===== config.mk =====
export PLATFORM = sky130hd
export DESIGN_NAME = muldiv_sequencer
export DESIGN_NICKNAME = d
export VERILOG_FILES = /design/src/rtl/muldiv_sequencer.sv
export SDC_FILE = /design/constraint.sdc
export NUM_CORES = 1
export LEC_CHECK = 0
export CAP_MARGIN = 20
export CORE_MARGIN = 2
export CORE_UTILIZATION = 47
export CTS_BUF_LIST = sky130_fd_sc_hd__clkbuf_4 sky130_fd_sc_hd__clkbuf_8 sky130_fd_sc_hd__clkbuf_16
export CTS_CLUSTER_DIAMETER = 60
export DETAILED_ROUTE_END_ITERATION = 8
export GPL_ROUTABILITY_DRIVEN = 0
export GPL_TIMING_DRIVEN = 0
export PLACE_DENSITY = 0.76
export SLEW_MARGIN = 20
export SYNTH_ARGS = -nofsm -noshare
export SYNTH_HDL_FRONTEND = slang
export SYNTH_SLANG_ARGS = --single-unit

===== constraint.sdc =====
create_clock -name clk -period 2.1 [get_ports clk]
set_input_delay 0.63 -clock clk [delete_from_list [all_inputs] [get_ports clk]]
set_output_delay 0.63 -clock clk [all_outputs]
set_load 0.005 [all_outputs]

===== src/rtl/muldiv_sequencer.sv =====
// rtl/muldiv_sequencer.sv - sequencer for the shared multi-cycle MULTU/DIVU datapath
//
// Decodes the execute-stage function field and owns the op code seen by the
// ALU, shifter, divider and result mux. MULTU/DIVU occupy the shared path for
// CYCLES iteration cycles followed by a single HiLo write cycle.
//
// Ports:
//   clk          rising-edge clock
//   rst_n        asynchronous active-low reset
//   funct        6-bit function field of the instruction in execute
//   funct_valid  funct holds a real instruction this cycle
//   op_out       registered op code; 6'b111111 marks the HiLo write cycle
//   mul_start    one-cycle pulse: multiplier clears and loads operands
//   div_start    one-cycle pulse: divider clears and loads operands
//   hilo_we      one-cycle HiLo write enable
//   busy         sequencer is not idle
//   stall        valid instruction must wait because the shared path is busy
module muldiv_sequencer #(
    parameter int CYCLES = 32
) (
    input  logic       clk,
    input  logic       rst_n,
    input  logic [5:0] funct,
    input  logic       funct_valid,
    output logic [5:0] op_out,
    output logic       mul_start,
    output logic       div_start,
    output logic       hilo_we,
    output logic       busy,
    output logic       stall
);

    localparam logic [5:0] F_MULTU  = 6'd25;
    localparam logic [5:0] F_DIVU   = 6'd27;
    localparam logic [5:0] OP_HILO  = 6'b111111;
    localparam logic [6:0] CNT_LAST = 7'(CYCLES - 1);

    typedef enum logic [1:0] {
        IDLE  = 2'd0,
        RUN   = 2'd1,
        WRITE = 2'd2
    } state_t;

    state_t     state, state_nx;
    logic [6:0] cnt, cnt_nx;
    logic [5:0] op_nx;
    logic       mul_nx, div_nx, we_nx;

    always_ff @(posedge clk or negedge rst_n) begin
        if (!rst_n) begin
            state     <= IDLE;
            cnt       <= 7'd0;
            op_out    <= 6'd0;
            mul_start <= 1'b0;
            div_start <= 1'b0;
            hilo_we   <= 1'b0;
        end else begin
            state     <= state_nx;
            cnt       <= cnt_nx;
            op_out    <= op_nx;
            mul_start <= mul_nx;
            div_start <= div_nx;
            hilo_we   <= we_nx;
        end
    end

    always_comb begin
        state_nx = state;
        cnt_nx   = cnt;
        op_nx    = op_out;
        mul_nx   = 1'b0;
        div_nx   = 1'b0;
        we_nx    = 1'b0;
        case (state)
            IDLE: begin
                // Every code, known or not, passes straight through to the
                // shared units; only MULTU/DIVU take ownership of the path.
                op_nx = funct_valid ? funct : 6'd0;
                if (funct_valid && (funct == F_MULTU)) begin
                    state_nx = RUN;
                    cnt_nx   = 7'd0;
                    mul_nx   = 1'b1;
                end else if (funct_valid && (funct == F_DIVU)) begin
                    state_nx = RUN;
                    cnt_nx   = 7'd0;
                    div_nx   = 1'b1;
                end
            end
            RUN: begin
                // op_out keeps the accepted code; funct is ignored here.
                cnt_nx = cnt + 7'd1;
                if (cnt == CNT_LAST) begin
                    state_nx = WRITE;
                    op_nx    = OP_HILO;
                    we_nx    = 1'b1;
                    cnt_nx   = 7'd0;
                end
            end
            WRITE: begin
                // funct is deliberately not sampled on this edge, so a stalled
                // instruction is accepted one cycle later from IDLE.
                state_nx = IDLE;
                op_nx    = 6'd0;
            end
            default: begin
                state_nx = IDLE;
                cnt_nx   = 7'd0;
                op_nx    = 6'd0;
            end
        endcase
    end

    assign busy  = (state != IDLE);
    // ALU ops stall too because op_out owns every shared unit, and MFHI/MFLO
    // must not read HiLo before the pending write lands.
    assign stall = funct_valid & busy;

endmodule


==> results of run 1 <==
cell type report:
class	instances	area [um^2]
multi-input combinational	59	350.3
inverter	1	3.754
timing repair buffer	20	193.9
tap	25	31.28
clock buffer	4	36.28
fill	144	610.6
buffer	4	31.28
sequential	18	450.4
critical path, stage by stage (launching register included):
cell	delay (ns)
dfrtp_1	0.40
buf_6	0.12
or2_2	0.26
and2_1	0.15
clkdlybuf4s15_1	0.19
path summary, 6_finish.rpt:
check | start | endpoint | depth (start not counted)
max | state[1] | stall | 4
min | cnt[6] | cnt[6] | 1
max reg2reg | state[1] | cnt[5] | 5
min reg2reg | cnt[6] | cnt[6] | 1
max in group asynchronous | rst_n | op_out[1] | 1
min in group asynchronous | rst_n | op_out[0] | 1
sequential cells by signal, indices dropped and copies added, names as in the netlist:
signal and cells:
cnt 7, op_out 6, state 2, div_start 1, hilo_we 1, mul_start 1
through the flow:
step | cell area, um^2 | util (%) | worst slack [ns]
floorplan | 835.8 | - | 0.4654
CTS | 1082 | 63.37 | 0.01643
finish | 1097 | 64.25 | 0.06023
global route | 1097 | 64.25 | 0.002352
detailed placement | 1047 | 61.32 | -0.07301
global placement | 1047 | 61.32 | -0.05749
what timing repair did:
action / 4_1_cts / 5_1_grt
buffers inserted: 0 / 2
gates resized for setup: 3 / 0
endpoints found under the setup margin: 2 / 1
power by group:
part | leakage, nW | internal, mW | switching, mW
clock | 0.0210 | 0.105 | 0.101
combinational | 0.231 | 0.0294 | 0.0186
sequential | 0.225 | 0.352 | 0.00269
total | 0.477 | 0.487 | 0.122
cell usage in the layout (no fill, tap or decap), types with 2 or more instances in the layout:
| cell | netlist | routed |
|---|---|---|
| a211oi_1 | 6 | 6 |
| and2_1 | 4 | 4 |
| nand2_1 | 3 | 3 |
| clkdlybuf4s50_1 | 0 | 16 |
| nor2_1 | 11 | 11 |
| o21ai_0 | 6 | 6 |
| dfrtp_1 | 18 | 18 |
| buf_6 | 2 | 2 |
| nand3_1 | 3 | 3 |
| nand2b_1 | 2 | 2 |
| buf_4 | 0 | 2 |
| clkbuf_4 | 0 | 3 |
| a21oi_1 | 10 | 10 |
kinds of logic (layout without fill, tap and decap cells):
group | Yosys count | count (layout)
multiplexers | 1 | 1
XOR/XNOR | 1 | 1
adder cells (fa/ha/maj) | 1 | 1
AO/OA/AOI/OAI | 26 | 26
flip-flops | 18 | 18
AND/OR/NAND/NOR | 30 | 30
buffers and inverters | 5 | 29
layer usage:
metal	part of all wire, %	wire length [um]
met1	45	706
met2	49	762
met3	5.7	90
met4	0.51	8
met5	0	0
==> impl_results.md, run 1 <==
* Simple-gate share of the synthesized area at ~19%
* Post-Synth XOR/XNOR Area at under 10%
* CTS tree: built
* Top cells by area, synth: dfrtp_1 (54%), a21oi_1 (6.0%), a211oi_1 (5.4%)
* HPWL Detailed at 1159 um
* Avg Vias per Cell at 5.290
* Max Cap Viol at 0
* Total GRT Usage at between 10% and 20%
* Startpoint Class: register
* Worst vdd ir at 0.3810 mV
* Initial antenna violation count at 0
* Worst-Skew Late Latency at around 0.28 ns
* Final Hold Violating Endpoints at 0
* Count of state elements after synthesis at 18
* M1 GR Usage at 20.95%
* Chip width at around 46 um
* DRC errors left at 0
* Final setup skew at 0.003626 ns
* Max-slew headroom at between 40% and 50%
* Distinct cell type count after synthesis at 27
* Post-CTS Hold Buffers at 0
* H-Tree Depth at 1
* Layout area overhead at 31.29%
* Pwr Density at 555.3 nW/um^2
* Worst-path fanout max at 4
* Outcome: finished, final reports clean
* Gr busiest metal: met2
* Core Area at 1708 um^2
* Congestion Overflow GR at 0
* Routed WL at 1567 um
* # port buffers at 18
* Compound-Gate Fraction of Synth Area at 19.46%
* Mapped Area at 835.8 um^2
* Layout cells sized above 1 at 13.21%
* F_max at 0.4903 GHz
* First-pass GRT wire length at 2649 um
* Synth area leader: dfrtp_1
* R2R Setup Slk at between 0.4 and 0.5 ns
* Final period util at 97.13%
* Main combinational cell family by area after synthesis: compound AO/OA/AOI/OAI gates
* Synthesized net count at 92
* Avg Cell Area, Syn at 10.19 um^2
* YS warnings at 0
* Setup TNS Final at 0 ns
* # diodes at 0
* CTS root buf: clkbuf_4
* Initial Util at between 40% and 50%
* Crit path time final at ~2 ns
* Die area at roughly 2100 um^2
* Initial DRC count at 9
* Max Slew Vio Count at 0
* GR Util met2 at 31.39%
* I/O pin total at 20
* Post-DRT Antenna Nets at 0
* Die H at 46.17 um
* Largest net degree at the start of global routing at 19
* Most used DFF post-synth: dfrtp_1
* Clock sinks at 18
* WS Path Type: register to output pin
* Hold Crit Class: register to register
* Overall Power at slightly above 600 uW
* CP required at around 1.5 ns
* Most common cell in the synthesized netlist: dfrtp_1
* Seq/Total Area, Yosys at 53.89%
* GRT met3 Usage at 2.353%
* Commonest cells post-synth: dfrtp_1 (18), nor2_1 (11), a21oi_1 (10)
* Vias in the first global route at 620
* Via count at 693
* First drt pass iteration count at 3
* Final Instance Count excl. Fillers at around 130
* Final setup vio count at 0
* Post-synth top area share at 53.89%
* Final hold slack at 0.4990 ns
* Number of CTS-inserted buffers at 3
* DP Cell Count at roughly 130
* FFs w/ async S/R, synth at 100.0%
* Worst-Margin Slew at 0.7971 ns
* RSZ-0062 raised after global routing: false
* Drt wl/cell at roughly 12 um
* Post-synth EDFFs at 0
* Static Leak at 0.4769 nW
* Adder-cell share of the synthesized area at under 10%
* Row count at 15
* Cells after synthesis at 82
* Mux cell area share after synthesis at 1.347%
* Crit. End Element: output pin
* Clk slew on worst S/H paths at about 0.10 ns
* CTS max path bufs at 2
* CP Data Arrival Time at approximately 1.4 ns
* Net total in the final layout at 117
Power figures use the tool's default switching activity.
==> run 2, diff against run 1 <==
TNS_END_PERCENT = 20   (was not set)
==> results of run 2 <==
Final layout, timing and power as in run 1 (identical DEF).
==> run 3, diff against run 2 <==
CTS_CLUSTER_DIAMETER = not set   (was 60)
==> results of run 3 <==
Final layout, timing and power as in run 1 (identical DEF).
